`config.mk`:
```
export PLATFORM = sky130hd
export DESIGN_NAME = id_ex_reg_flat
export DESIGN_NICKNAME = d
export VERILOG_FILES = /design/src/rtl/id_ex_reg_if.sv /design/src/rtl/id_ex_reg.sv /design/src/flat_wrapper.sv
export SDC_FILE = /design/constraint.sdc
export NUM_CORES = 1
export LEC_CHECK = 0
export CORE_AREA = 4 4 154 156
export CTS_BUF_LIST = sky130_fd_sc_hd__clkbuf_4 sky130_fd_sc_hd__clkbuf_8
export CTS_CLUSTER_DIAMETER = 60
export DETAILED_ROUTE_END_ITERATION = 8
export DIE_AREA = 0 0 158 160
export PLACE_DENSITY = 0.67
export SLEW_MARGIN = 40
export SYNTH_ARGS = -nofsm -noshare
export SYNTH_HDL_FRONTEND = slang
export SYNTH_SLANG_ARGS = --single-unit
```
`constraint.sdc`:
```
create_clock -name clk -period 2.1 [get_ports clk]
set_input_delay 0.42 -clock clk [delete_from_list [all_inputs] [get_ports clk]]
set_output_delay 0.42 -clock clk [all_outputs]
set_load 0.01 [all_outputs]
```
`src/rtl/id_ex_reg_if.sv`:
```
// ID/EX pipeline bus: decoded ID-stage fields going in, latched EX-stage fields coming out.
// The upstream decode/testbench side uses the master modport; the pipeline register uses slave.
interface id_ex_reg_if;
    logic [31:0] ID_Instr_o;
    logic [31:0] ID_PC_o;
    logic [31:0] ID_RD1;
    logic [31:0] ID_RD2;
    logic [31:0] ID_Ext;
    logic [4:0]  ID_RegAddr_i;
    logic [1:0]  ID_Tnew_i;

    logic [31:0] EX_Instr_o;
    logic [31:0] EX_PC_o;
    logic [31:0] EX_PC8_o;
    logic [31:0] EX_RD1_o;
    logic [31:0] EX_RD2_o;
    logic [31:0] EX_Ext_o;
    logic [4:0]  EX_RegAddr_o;
    logic [1:0]  EX_Tnew_o;
    logic [1:0]  EX_Tnew_next_o;
    logic        EX_valid_o;

    modport master (
        output ID_Instr_o, ID_PC_o, ID_RD1, ID_RD2, ID_Ext, ID_RegAddr_i, ID_Tnew_i,
        input  EX_Instr_o, EX_PC_o, EX_PC8_o, EX_RD1_o, EX_RD2_o, EX_Ext_o,
               EX_RegAddr_o, EX_Tnew_o, EX_Tnew_next_o, EX_valid_o
    );

    modport slave (
        input  ID_Instr_o, ID_PC_o, ID_RD1, ID_RD2, ID_Ext, ID_RegAddr_i, ID_Tnew_i,
        output EX_Instr_o, EX_PC_o, EX_PC8_o, EX_RD1_o, EX_RD2_o, EX_Ext_o,
               EX_RegAddr_o, EX_Tnew_o, EX_Tnew_next_o, EX_valid_o
    );
endinterface

```
`src/rtl/id_ex_reg.sv`:
```
// ID/EX pipeline register of the 5-stage MIPS core.
// Loads decoded operands into EX, inserts an all-zero nop bubble on stall/flush,
// and keeps saturating counters of stall bubbles and issued instructions.
module id_ex_reg #(
    parameter int CNT_W = 16
) (
    input  logic             clk,
    input  logic             reset,
    input  logic             stall,
    input  logic             flush,
    id_ex_reg_if.slave       bus,
    output logic [CNT_W-1:0] bubble_cnt,
    output logic [CNT_W-1:0] issue_cnt
);

    localparam logic [CNT_W-1:0] CNT_MAX = {CNT_W{1'b1}};

    logic [31:0]      instr_q,    instr_d;
    logic [31:0]      pc_q,       pc_d;
    logic [31:0]      rd1_q,      rd1_d;
    logic [31:0]      rd2_q,      rd2_d;
    logic [31:0]      ext_q,      ext_d;
    logic [4:0]       regAddr_q,  regAddr_d;
    logic [1:0]       tnew_q,     tnew_d;
    logic             valid_q,    valid_d;
    logic [CNT_W-1:0] bubbleCnt_q, bubbleCnt_d;
    logic [CNT_W-1:0] issueCnt_q,  issueCnt_d;

    logic             insertBubble;
    logic [1:0]       tnewLoad;

    assign insertBubble = stall | flush;

    // Writes to $0 never create a hazard, and the illegal Tnew of 3 is clamped to 2.
    always_comb begin
        tnewLoad = bus.ID_Tnew_i;
        if (bus.ID_RegAddr_i == 5'd0) begin
            tnewLoad = 2'd0;
        end else if (bus.ID_Tnew_i == 2'd3) begin
            tnewLoad = 2'd2;
        end
    end

    // Next-state: a bubble zeroes every field (sll $0 nop); otherwise capture ID.
    always_comb begin
        instr_d     = bus.ID_Instr_o;
        pc_d        = bus.ID_PC_o;
        rd1_d       = bus.ID_RD1;
        rd2_d       = bus.ID_RD2;
        ext_d       = bus.ID_Ext;
        regAddr_d   = bus.ID_RegAddr_i;
        tnew_d      = tnewLoad;
        valid_d     = 1'b1;
        bubbleCnt_d = bubbleCnt_q;
        issueCnt_d  = issueCnt_q;
        if (insertBubble) begin
            instr_d   = 32'd0;
            pc_d      = 32'd0;
            rd1_d     = 32'd0;
            rd2_d     = 32'd0;
            ext_d     = 32'd0;
            regAddr_d = 5'd0;
            tnew_d    = 2'd0;
            valid_d   = 1'b0;
            if (stall && (bubbleCnt_q != CNT_MAX)) begin
                bubbleCnt_d = bubbleCnt_q + 1'b1;
            end
        end else if (issueCnt_q != CNT_MAX) begin
            issueCnt_d = issueCnt_q + 1'b1;
        end
    end

    // State update; synchronous active-low reset overrides everything.
    always_ff @(posedge clk) begin
        if (!reset) begin
            instr_q     <= 32'd0;
            pc_q        <= 32'd0;
            rd1_q       <= 32'd0;
            rd2_q       <= 32'd0;
            ext_q       <= 32'd0;
            regAddr_q   <= 5'd0;
            tnew_q      <= 2'd0;
            valid_q     <= 1'b0;
            bubbleCnt_q <= '0;
            issueCnt_q  <= '0;
        end else begin
            instr_q     <= instr_d;
            pc_q        <= pc_d;
            rd1_q       <= rd1_d;
            rd2_q       <= rd2_d;
            ext_q       <= ext_d;
            regAddr_q   <= regAddr_d;
            tnew_q      <= tnew_d;
            valid_q     <= valid_d;
            bubbleCnt_q <= bubbleCnt_d;
            issueCnt_q  <= issueCnt_d;
        end
    end

    assign bus.EX_Instr_o     = instr_q;
    assign bus.EX_PC_o        = pc_q;
    assign bus.EX_PC8_o       = pc_q + 32'd8;
    assign bus.EX_RD1_o       = rd1_q;
    assign bus.EX_RD2_o       = rd2_q;
    assign bus.EX_Ext_o       = ext_q;
    assign bus.EX_RegAddr_o   = regAddr_q;
    assign bus.EX_Tnew_o      = tnew_q;
    assign bus.EX_Tnew_next_o = (tnew_q == 2'd0) ? 2'd0 : tnew_q - 2'd1;
    assign bus.EX_valid_o     = valid_q;
    assign bubble_cnt         = bubbleCnt_q;
    assign issue_cnt          = issueCnt_q;

endmodule

```
`src/flat_wrapper.sv`:
```
// flat-port wrapper written by rule: the top's interface ports become plain ports
module id_ex_reg_flat 
#(
    parameter int CNT_W = 16
)
  (clk, reset, stall, flush, bubble_cnt, issue_cnt, bus_ID_Instr_o, bus_ID_PC_o, bus_ID_RD1, bus_ID_RD2, bus_ID_Ext, bus_ID_RegAddr_i, bus_ID_Tnew_i, bus_EX_Instr_o, bus_EX_PC_o, bus_EX_PC8_o, bus_EX_RD1_o, bus_EX_RD2_o, bus_EX_Ext_o, bus_EX_RegAddr_o, bus_EX_Tnew_o, bus_EX_Tnew_next_o, bus_EX_valid_o);
  id_ex_reg_if bus_i ();
  input  logic clk;
  input  logic reset;
  input  logic stall;
  input  logic flush;
  output logic [CNT_W-1:0] bubble_cnt;
  output logic [CNT_W-1:0] issue_cnt;
  input wire logic [$bits(bus_i.ID_Instr_o)-1:0] bus_ID_Instr_o;
  input wire logic [$bits(bus_i.ID_PC_o)-1:0] bus_ID_PC_o;
  input wire logic [$bits(bus_i.ID_RD1)-1:0] bus_ID_RD1;
  input wire logic [$bits(bus_i.ID_RD2)-1:0] bus_ID_RD2;
  input wire logic [$bits(bus_i.ID_Ext)-1:0] bus_ID_Ext;
  input wire logic [$bits(bus_i.ID_RegAddr_i)-1:0] bus_ID_RegAddr_i;
  input wire logic [$bits(bus_i.ID_Tnew_i)-1:0] bus_ID_Tnew_i;
  output wire logic [$bits(bus_i.EX_Instr_o)-1:0] bus_EX_Instr_o;
  output wire logic [$bits(bus_i.EX_PC_o)-1:0] bus_EX_PC_o;
  output wire logic [$bits(bus_i.EX_PC8_o)-1:0] bus_EX_PC8_o;
  output wire logic [$bits(bus_i.EX_RD1_o)-1:0] bus_EX_RD1_o;
  output wire logic [$bits(bus_i.EX_RD2_o)-1:0] bus_EX_RD2_o;
  output wire logic [$bits(bus_i.EX_Ext_o)-1:0] bus_EX_Ext_o;
  output wire logic [$bits(bus_i.EX_RegAddr_o)-1:0] bus_EX_RegAddr_o;
  output wire logic [$bits(bus_i.EX_Tnew_o)-1:0] bus_EX_Tnew_o;
  output wire logic [$bits(bus_i.EX_Tnew_next_o)-1:0] bus_EX_Tnew_next_o;
  output wire logic [$bits(bus_i.EX_valid_o)-1:0] bus_EX_valid_o;
  assign bus_i.ID_Instr_o = bus_ID_Instr_o;
  assign bus_i.ID_PC_o = bus_ID_PC_o;
  assign bus_i.ID_RD1 = bus_ID_RD1;
  assign bus_i.ID_RD2 = bus_ID_RD2;
  assign bus_i.ID_Ext = bus_ID_Ext;
  assign bus_i.ID_RegAddr_i = bus_ID_RegAddr_i;
  assign bus_i.ID_Tnew_i = bus_ID_Tnew_i;
  assign bus_EX_Instr_o = bus_i.EX_Instr_o;
  assign bus_EX_PC_o = bus_i.EX_PC_o;
  assign bus_EX_PC8_o = bus_i.EX_PC8_o;
  assign bus_EX_RD1_o = bus_i.EX_RD1_o;
  assign bus_EX_RD2_o = bus_i.EX_RD2_o;
  assign bus_EX_Ext_o = bus_i.EX_Ext_o;
  assign bus_EX_RegAddr_o = bus_i.EX_RegAddr_o;
  assign bus_EX_Tnew_o = bus_i.EX_Tnew_o;
  assign bus_EX_Tnew_next_o = bus_i.EX_Tnew_next_o;
  assign bus_EX_valid_o = bus_i.EX_valid_o;
  id_ex_reg #(.CNT_W(CNT_W)) u_core (.clk(clk), .reset(reset), .stall(stall), .flush(flush), .bus(bus_i), .bubble_cnt(bubble_cnt), .issue_cnt(issue_cnt));
endmodule
```
==> results of run 1 <==
[repair_timing]
action | in CTS | in global routing
gates resized for setup | 137 | 12
setup buffers | 7 | 4
pin swaps | 14 | 13
cloned | 1 | 0
setup endpoints to repair | 28 | 28
[per-stage QoR]
step                total power [W]  hold slack, ps
global placement            0.00484             485
global route                0.00756             348
detailed placement          0.00486             490
CTS                         0.00736             352
finish                      0.00728             385
floorplan                   0.00423             496
[layout by cell type (no fill, tap or decap), drive strengths merged, types with 8 or more instances in the layout]
cell type / Yosys / routed
clkinv: 0 / 8
o31ai: 10 / 10
nand2: 30 / 30
inv: 9 / 14
xnor2: 25 / 25
clkdlybuf4s50: 0 / 374
dfxtp: 200 / 200
o21ai: 8 / 8
buf: 3 / 84
and3: 173 / 173
nand3: 22 / 22
nor3: 12 / 12
nor2: 14 / 14
nand4: 20 / 20
or4: 13 / 13
a21oi: 18 / 18
clkbuf: 42 / 19
[layer usage]
layer / wire length, um / part of all wire / vias up
met5: 0 / 0 / -
met4: 520 / 0.021 / 0
met3: 2230 / 0.089 / 27
met2: 13000 / 0.52 / 244
met1: 9410 / 0.37 / 2991
li1: - / - / 3199
[flip-flops by register name, summed over array words and instances, names as in the netlist]
signal and flops:
u_core.bus.EX_PC_o 32, u_core.bus.EX_RD2_o 32, u_core.bus.EX_Instr_o 32, u_core.bubble_cnt 16
u_core.bus.EX_Ext_o 32, u_core.bus.EX_RegAddr_o 5, u_core.bus.EX_valid_o 1, u_core.bus.EX_RD1_o 32
u_core.issue_cnt 16, u_core.bus.EX_Tnew_o 2
[worst max path at each step]
| stage | from | endpoint | cells past startpoint |
|---|---|---|---|
| final | u_core.bus.EX_PC_o[5]$_SDFF_PP0_ | bus_EX_PC8_o[28] | 8 |
| after CTS | u_core.bus.EX_PC_o[11]$_SDFF_PP0_ | bus_EX_PC8_o[29] | 7 |
| after global routing | u_core.bus.EX_PC_o[5]$_SDFF_PP0_ | bus_EX_PC8_o[29] | 7 |
| after detailed placement | u_core.bus.EX_PC_o[7]$_SDFF_PP0_ | bus_EX_PC8_o[18] | 6 |
| after global placement | u_core.bus.EX_PC_o[5]$_SDFF_PP0_ | bus_EX_PC8_o[29] | 6 |
| after floorplan | u_core.bus.EX_PC_o[5]$_SDFF_PP0_ | bus_EX_PC8_o[17] | 4 |
[power by group]
group,total (W),internal (W),switching [W]
Combinational,0.000837,0.000536,0.000301
Sequential,0.00392,0.00388,0.0000363
Clock,0.00252,0.000949,0.00157
Total,0.00728,0.00537,0.00191
[logic make-up after synthesis]
family	synth area share
AND/OR/NAND/NOR	0.283
flip-flops	0.592
XOR/XNOR	0.0375
adder cells (fa/ha/maj)	0.00555
multiplexers	0.00888
AO/OA/AOI/OAI	0.0416
buffers and inverters	0.0318
[worst max-delay path, cell delays in order (launching register included)]
cell     delay (ps)
dfxtp_2         350
nand4_1         110
buf_6           150
nor4_4          250
buf_6           170
buf_12          110
nand3_1          80
xnor2_1         140
buf_2           140
[final cells by class]
type	count	area (um2)
clock inverters	14	176
inverters	9	33.8
well taps	285	357
fillers	2024	10400
flip-flops and latches	200	4020
multi-input cells	397	2670
clock buffers	18	248
repair buffers	463	4420
diodes	2	5.00
==> results.sh, run 1 <==
export IMPL_outcome="finished with violations"
export IMPL_violations="setup timing"
export IMPL_arrival_ps=1970
export IMPL_initial_core_util=0.303
export IMPL_cts_buffers=17
export IMPL_power_density_nw_per_um2=610
export IMPL_slew_headroom=0.635
export IMPL_core_um2=22400
export IMPL_min_delay_start="reset"
export IMPL_synth_common_cells="200 x dfxtp_1, 173 x and3_1, 41 x clkbuf_1"
export IMPL_ys_warn_count=0
export IMPL_grt_pass1_wl_um=36400
export IMPL_period_share=1.14
export IMPL_cts_tree="yes"
export IMPL_die_h_um=160
export IMPL_drtIter0Drc=379
export IMPL_wl_um=25100
export IMPL_netlist_area_um2=6770
export IMPL_ioPinCount=405
export IMPL_antenna_found_initial=2
export IMPL_rsz0062_at_grt="yes"
export IMPL_post_place_ws_ps=-233
export IMPL_finalSetupViolations=22
export IMPL_clockBufferDepth=2
export IMPL_synthDistinctLibCells=41
export IMPL_grt_use_met1=0.206
export IMPL_die_area_um2=25300
export IMPL_ys_seq_area_frac=0.592
export IMPL_cts_sinks=200
export IMPL_clock_latency_ps=460
export IMPL_worst_pin_slew_ps=540
export IMPL_hold_depth=2
export IMPL_crit_fanout=6
export IMPL_wl_per_cell_um=18.1
export IMPL_synth_top_cell_area_share=0.592
export IMPL_track_usage=0.187
export IMPL_fp_dieW_um=158
export IMPL_synth_top_area_cell="dfxtp_1"
export IMPL_cts_root_buf="clkbuf_8"
export IMPL_period_minus_slack_ps=2390
export IMPL_final_cells=1388
export IMPL_drive_above_1_share=0.144
export IMPL_required_ps=1680
export IMPL_postRouteAntennaNets=0
export IMPL_synth_edf_count=0
export IMPL_worstSetupStartpointType="register"
export IMPL_gr_total_overflow=0
export IMPL_path_clk_slew_ps=120
export IMPL_synth_avg_cell_area_um2=10.4
export IMPL_fin_nets=1262
export IMPL_vdd_drop_max_v=0.000419
export IMPL_ff2ff_setup_slack_ps=210
export IMPL_grt_max_degree=117
export IMPL_gp_congestion=0.910
export IMPL_critical_path_class="reg -> out"
export IMPL_grtUsageMet3=0.0661
export IMPL_synthTopCellsByArea="dfxtp_1 59%, and3_1 16%, xnor2_1 3.2%, clkbuf_1 2.3%, nand4_1 1.8%"
export IMPL_fin_worst_skew_ps=13.5
export IMPL_dp_hpwl_um=19100
export IMPL_dp_cells=1344
export IMPL_whs_endpoint="u_core.bus.EX_RD2_o[19]$_SDFF_PP0_"
export IMPL_grtUsageMet2=0.333
export IMPL_vias_per_cell=4.65
export IMPL_grt_pass1_vias=6231
export IMPL_drc=0
export IMPL_holdCritPathClass="in -> reg"
export IMPL_synth_seq_cells=200
export IMPL_syn_nets=825
export IMPL_cts_hold_buf=0
export IMPL_drv_cap=0
export IMPL_finalSetupTns_ps=-4030
export IMPL_grt_busiest_layer="met2"
export IMPL_first_pass_iters=4
export IMPL_drv_slew=0
export IMPL_yosysMostFrequentCell="dfxtp_1"
export IMPL_r2r_start="u_core.issue_cnt[1]$_SDFFE_PN0P_"
export IMPL_vias=6461
export IMPL_netlist_instances=651
export IMPL_max_freq_ghz=0.419
export IMPL_dpl_cell_area_um2=11400
export IMPL_leakagePower_nw=5.15
export IMPL_setup_ws_ps=-288
export IMPL_h_tree_depth=4
export IMPL_utilization=0.533
export IMPL_cp_end_kind="output port"
export IMPL_rows=55
export IMPL_r2r_cells=5
export IMPL_syn_to_final_growth_pct=76.3
export IMPL_r2r_end="u_core.issue_cnt[2]$_SDFFE_PN0P_"
export IMPL_finalHoldViolations=0
export IMPL_yosys_most_used_dff="dfxtp_1"
export IMPL_final_area_um2=11900
export IMPL_async_flop_share=0
export IMPL_port_buffers=404
Power figures use the tool's default switching activity.
==> run 2, diff against run 1 <==
- CORE_AREA: 4 4 154 156 -> 4 4 157 159
- DIE_AREA: 0 0 158 160 -> 0 0 161 163
- clock period: 2.1 -> 2.05 ns (I/O delays scaled with it)
==> results.sh, run 2 (synthesis gave the netlist of run 1 again) <==
export IMPL_grt_max_degree=123
export IMPL_first_pass_iters=4
export IMPL_layout_commonest_cell="clkdlybuf4s50_1"
export IMPL_ioPinCount=405
export IMPL_dp_cells=1386
export IMPL_utilization=0.520
export IMPL_fin_worst_skew_ps=14.9
export IMPL_cts_tree="yes"
export IMPL_cts_buffers=17
export IMPL_crit_chain="nand4_1, buf_4, nor4_4, buf_4, buf_6, buf_6, nand3_4, xnor2_2, buf_2"
export IMPL_crit_fanout=2
export IMPL_wl_um=24600
export IMPL_postRouteAntennaNets=0
export IMPL_drv_cap=0
export IMPL_vias_per_cell=4.55
export IMPL_final_cells=1434
export IMPL_finalHoldViolations=0
export IMPL_syn_to_final_growth_pct=78.9
export IMPL_setup_ws_ps=-445
export IMPL_n_fill_cell=2107
export IMPL_clockBufferDepth=2
export IMPL_antenna_found_initial=0
export IMPL_worst_pin_slew_ps=662
export IMPL_leakagePower_nw=5.26
export IMPL_most_common_layout_cells="372 x clkdlybuf4s50_1, 187 x dfxtp_1, 172 x and3_1"
export IMPL_crit_slowest_cell="dfxtp_1"
export IMPL_drv_slew=0
export IMPL_worstSetupStartpointType="register"
export IMPL_cts_root_buf="clkbuf_8"
export IMPL_die_h_um=163
export IMPL_port_buffers=404
export IMPL_outcome="finished with violations"
export IMPL_max_freq_ghz=0.401
export IMPL_cp_end_kind="output port"
export IMPL_gp_congestion=0.830
export IMPL_power_density_nw_per_um2=609
export IMPL_gr_total_overflow=0
export IMPL_clock_latency_ps=470
export IMPL_violations="setup timing"
export IMPL_holdCritPathClass="in -> reg"
export IMPL_cts_sinks=200
export IMPL_dp_hpwl_um=18600
export IMPL_die_area_um2=26200
export IMPL_wl_per_cell_um=17.2
export IMPL_slew_headroom=0.553
export IMPL_drtIter0Drc=294
export IMPL_fin_nets=1276
export IMPL_vdd_drop_max_v=0.000439
export IMPL_finalSetupTns_ps=-6550
export IMPL_finalSetupViolations=23
export IMPL_track_usage=0.171
export IMPL_path_clk_slew_ps=110
export IMPL_fp_dieW_um=161
export IMPL_h_tree_depth=4
export IMPL_initial_core_util=0.291
export IMPL_core_um2=23300
export IMPL_max_stage_delay_ps=340
export IMPL_post_place_ws_ps=-382
export IMPL_period_share=1.22
export IMPL_critical_path_class="reg -> out"
export IMPL_rows=56
export IMPL_required_ps=1640
export IMPL_arrival_ps=2080
export IMPL_grt_pass1_vias=6245
export IMPL_drive_above_1_share=0.161
export IMPL_rsz0062_at_grt="yes"
export IMPL_antenna_cells=0
export IMPL_vias=6523
export IMPL_drc=0
export IMPL_period_minus_slack_ps=2490
export IMPL_grt_pass1_wl_um=35200
[run 2: through the flow]
stage	hold WS [ps]	instance area, um2	power, W
floorplan	486	6770	0.00433
global placement	497	11500	0.00496
detailed placement	500	11500	0.00497
CTS	350	11900	0.00748
global route	355	12100	0.00770
finish	379	12100	0.00737
[run 2: worst paths after layout]
kind | slack, ps | cells past startpoint | from | endpoint
worst max-delay path | -440 | 9 | u_core.bus.EX_PC_o[10]$_SDFF_PP0_ | bus_EX_PC8_o[24]
worst min-delay path | 380 | 4 | reset | u_core.bus.EX_valid_o$_SDFF_PN0_
worst max register to register | 290 | 5 | u_core.issue_cnt[4]$_SDFFE_PN0P_ | u_core.issue_cnt[13]$_SDFFE_PN0P_
worst min register to register | 510 | 2 | u_core.issue_cnt[11]$_SDFFE_PN0P_ | u_core.issue_cnt[11]$_SDFFE_PN0P_
[run 2: what timing repair did]
action	in CTS	in global routing
buffers inserted	8	10
resized for setup	117	54
cloned	0	1
hold buffers	0	0
pin swaps	15	19
setup endpoints to repair	28	32
[run 2: report_power, final]
group	leakage (nW)	total [W]	switching, W	internal, W
combinational	3.43	0.000860	0.000306	0.000554
clock	0.195	0.00249	0.00156	0.000934
sequential	1.63	0.00402	0.0000368	0.00398
total	5.26	0.00737	0.00190	0.00547
[run 2: layer usage]
layer  vias to the layer above  share of wire  track usage
li1                       3216              -            -
met1                      3007           0.38        0.188
met2                       261           0.50        0.301
met3                        39          0.092       0.0759
met4                         0          0.027       0.0492
met5                         -              0            0
[run 2: cell type report]
class	instances	area (um2)	area share
Tap cell	319	399	0.0330
Clock inverter	14	150	0.0124
Timing Repair Buffer	477	4550	0.376
Multi-Input combinational cell	397	2710	0.224
Sequential cell	200	4020	0.332
Inverter	9	33.8	0.00279
Clock buffer	18	241	0.0199
[run 2: critical path, delay by kind of cell (launching register included)]
family | cells | cell delay [ps]
buffers and inverters | 5 | 700
and+or+nand+nor | 3 | 460
DFF | 1 | 340
xor gates and xnor gates | 1 | 130
==> run 3, diff against run 2 <==
- ABC_AREA: not set -> 0
- GPL_TIMING_DRIVEN: not set -> 0
==> results.sh, run 3 (synthesis gave the netlist of run 1 again) <==
export IMPL_ioPinCount=405
export IMPL_gp_congestion=0.854
export IMPL_min_delay_start="reset"
export IMPL_track_usage=0.183
export IMPL_slew_headroom=0.529
export IMPL_worst_pin_slew_ps=697
export IMPL_n_fill_cell=2168
export IMPL_antenna_cells=0
export IMPL_layout_commonest_cell="clkdlybuf4s50_1"
export IMPL_final_cells=1429
export IMPL_finalSetupViolations=21
export IMPL_drv_slew=0
export IMPL_port_buffers=403
export IMPL_grtUsageMet2=0.319
export IMPL_path_clk_slew_ps=120
export IMPL_vias_per_cell=4.58
export IMPL_period_minus_slack_ps=2580
export IMPL_grt_pass1_wl_um=37000
export IMPL_crit_fanout=4
export IMPL_utilization=0.514
export IMPL_critical_path_class="reg -> out"
export IMPL_grt_max_degree=22
export IMPL_syn_to_final_growth_pct=76.8
export IMPL_period_share=1.26
export IMPL_drc=0
export IMPL_crit_buf_inv=4
export IMPL_grt_busiest_layer="met2"
export IMPL_holdCritPathClass="in -> reg"
export IMPL_power_density_nw_per_um2=622
export IMPL_cp_end_kind="output port"
export IMPL_drv_cap=0
export IMPL_outcome="finished with violations"
export IMPL_crit_slowest_cell="dfxtp_2"
export IMPL_core_um2=23300
export IMPL_cts_tree="yes"
export IMPL_grt_use_met1=0.214
export IMPL_crit_family="buffers and inverters"
export IMPL_cts_sinks=200
export IMPL_multiInputGateArea_um2=2720
export IMPL_max_stage_delay_ps=390
export IMPL_r2r_cells=6
export IMPL_finalHoldViolations=0
export IMPL_setup_ws_ps=-529
export IMPL_arrival_ps=2170
export IMPL_fp_dieW_um=161
export IMPL_regArea_um2=4040
export IMPL_required_ps=1640
export IMPL_violations="setup timing"
export IMPL_r2r_start="u_core.issue_cnt[0]$_SDFFE_PN0P_"
export IMPL_h_tree_depth=4
export IMPL_whs_endpoint="u_core.bubble_cnt[10]$_SDFFE_PN0P_"
export IMPL_cts_hold_buf=0
export IMPL_wl_um=25600
export IMPL_antenna_found_initial=0
export IMPL_r2r_end="u_core.issue_cnt[5]$_SDFFE_PN0P_"
export IMPL_finalPower_w=0.00744
export IMPL_first_pass_iters=4
export IMPL_most_common_layout_cells="374 x clkdlybuf4s50_1, 183 x dfxtp_1, 171 x and3_1"
export IMPL_drtIter0Drc=368
export IMPL_ff2ff_setup_slack_ps=240
export IMPL_vias=6551
export IMPL_grt_pass1_vias=6262
export IMPL_dp_hpwl_um=19700
export IMPL_clock_latency_ps=480
export IMPL_crit_chain="nand4_1, buf_4, nor4_4, buf_4, buf_6, nand3_2, xnor2_2, buf_2"
export IMPL_clockBufferDepth=2
export IMPL_fin_worst_skew_ps=18.4
export IMPL_worstSetupStartpointType="register"
export IMPL_drive_above_1_share=0.129
export IMPL_leakagePower_nw=5.05
export IMPL_die_area_um2=26200
export IMPL_hold_depth=3
export IMPL_postRouteAntennaNets=0
export IMPL_initial_core_util=0.291
export IMPL_rsz0062_at_grt="yes"
export IMPL_die_h_um=163
export IMPL_dp_cells=1373
export IMPL_vdd_drop_max_v=0.000391
export IMPL_max_freq_ghz=0.388
export IMPL_cts_root_buf="clkbuf_8"
export IMPL_gr_total_overflow=0
export IMPL_grtUsageMet3=0.0597
export IMPL_wl_per_cell_um=17.9
export IMPL_fin_nets=1271
export IMPL_cts_buffers=17
export IMPL_crit_top_cell="buf_4"
export IMPL_rows=56
## run 3: cell count changes in the layout (fill, tap and decap cells not counted), sizes merged
cell | before | now
clkinv | 4 | 9
dlygate4sd2 | 2 | 1
clkdlybuf4s15 | 2 | 0
buf | 98 | 53
inv | 17 | 14
dlymetal6s2s | 2 | 1
clkbuf | 19 | 61
clkinvlp | 2 | 0
clkdlybuf4s50 | 372 | 374
## run 3: final cells by class
| cell class | instances | share of cell area |
|---|---|---|
| Inverter | 9 | 0.00282 |
| Clock buffer | 18 | 0.0202 |
| Timing Repair Buffer | 427 | 0.348 |
| Sequential cell | 200 | 0.338 |
| Tap cell | 319 | 0.0334 |
| Multi-Input combinational cell | 397 | 0.228 |
| Clock inverter | 14 | 0.0151 |
| Buffer | 45 | 0.0153 |
## run 3: layer usage
| metal | vias to the layer above | wire length [um] |
|---|---|---|
| li1 | 3218 | - |
| met1 | 3040 | 10200 |
| met2 | 260 | 12800 |
| met3 | 33 | 2040 |
| met4 | 0 | 541 |
| met5 | - | 0 |
## run 3: worst max-delay path by stage
stage | end | startpoint | cells after the start
2_1_floorplan | bus_EX_PC8_o[17] | u_core.bus.EX_PC_o[5]$_SDFF_PP0_ | 4
3_3_place_gp | bus_EX_PC8_o[18] | u_core.bus.EX_PC_o[5]$_SDFF_PP0_ | 5
3_5_place_dp | bus_EX_PC8_o[17] | u_core.bus.EX_PC_o[3]$_SDFF_PP0_ | 6
4_1_cts | bus_EX_PC8_o[24] | u_core.bus.EX_PC_o[7]$_SDFF_PP0_ | 8
5_1_grt | bus_EX_PC8_o[24] | u_core.bus.EX_PC_o[11]$_SDFF_PP0_ | 8
6_report | bus_EX_PC8_o[28] | u_core.bus.EX_PC_o[11]$_SDFF_PP0_ | 8
## run 3: report_power, final
group | leakage [nW] | switching, W | internal (W)
clock network | 0.209 | 0.00163 | 0.000958
logic | 3.21 | 0.000304 | 0.000532
registers | 1.64 | 0.0000507 | 0.00397
## run 3: what timing repair did
| item | 4_1_cts | 5_1_grt |
|---|---|---|
| endpoints found under the hold margin | 0 | 0 |
| gates cloned | 1 | 0 |
| gates resized for setup | 155 | 20 |
| endpoints found under the setup margin | 53 | 32 |
| setup buffers | 21 | 2 |
| pin swaps | 15 | 15 |
## run 3: stage by stage
stage / TNS (ps) / area [um2] / setup WS (ps) / hold slack [ps]
2_1_floorplan: 0 / 6770 / 70.8 / 486
3_3_place_gp: -76390 / 11200 / -742 / 494
3_5_place_dp: -75720 / 11200 / -747 / 501
4_1_cts: -7780 / 11900 / -507 / 324
5_1_grt: -9730 / 12000 / -613 / 383
6_report: -7520 / 12000 / -529 / 346
## run 3: worst reg2reg max path, delay by kind of cell (launching register included)
kind,cells,cell delay (ps)
adders and majority gates,1,260
buffers and inverters,1,160
and+or+nand+nor,3,800
DFF,1,370
AOI/OAI and AO/OA,1,160
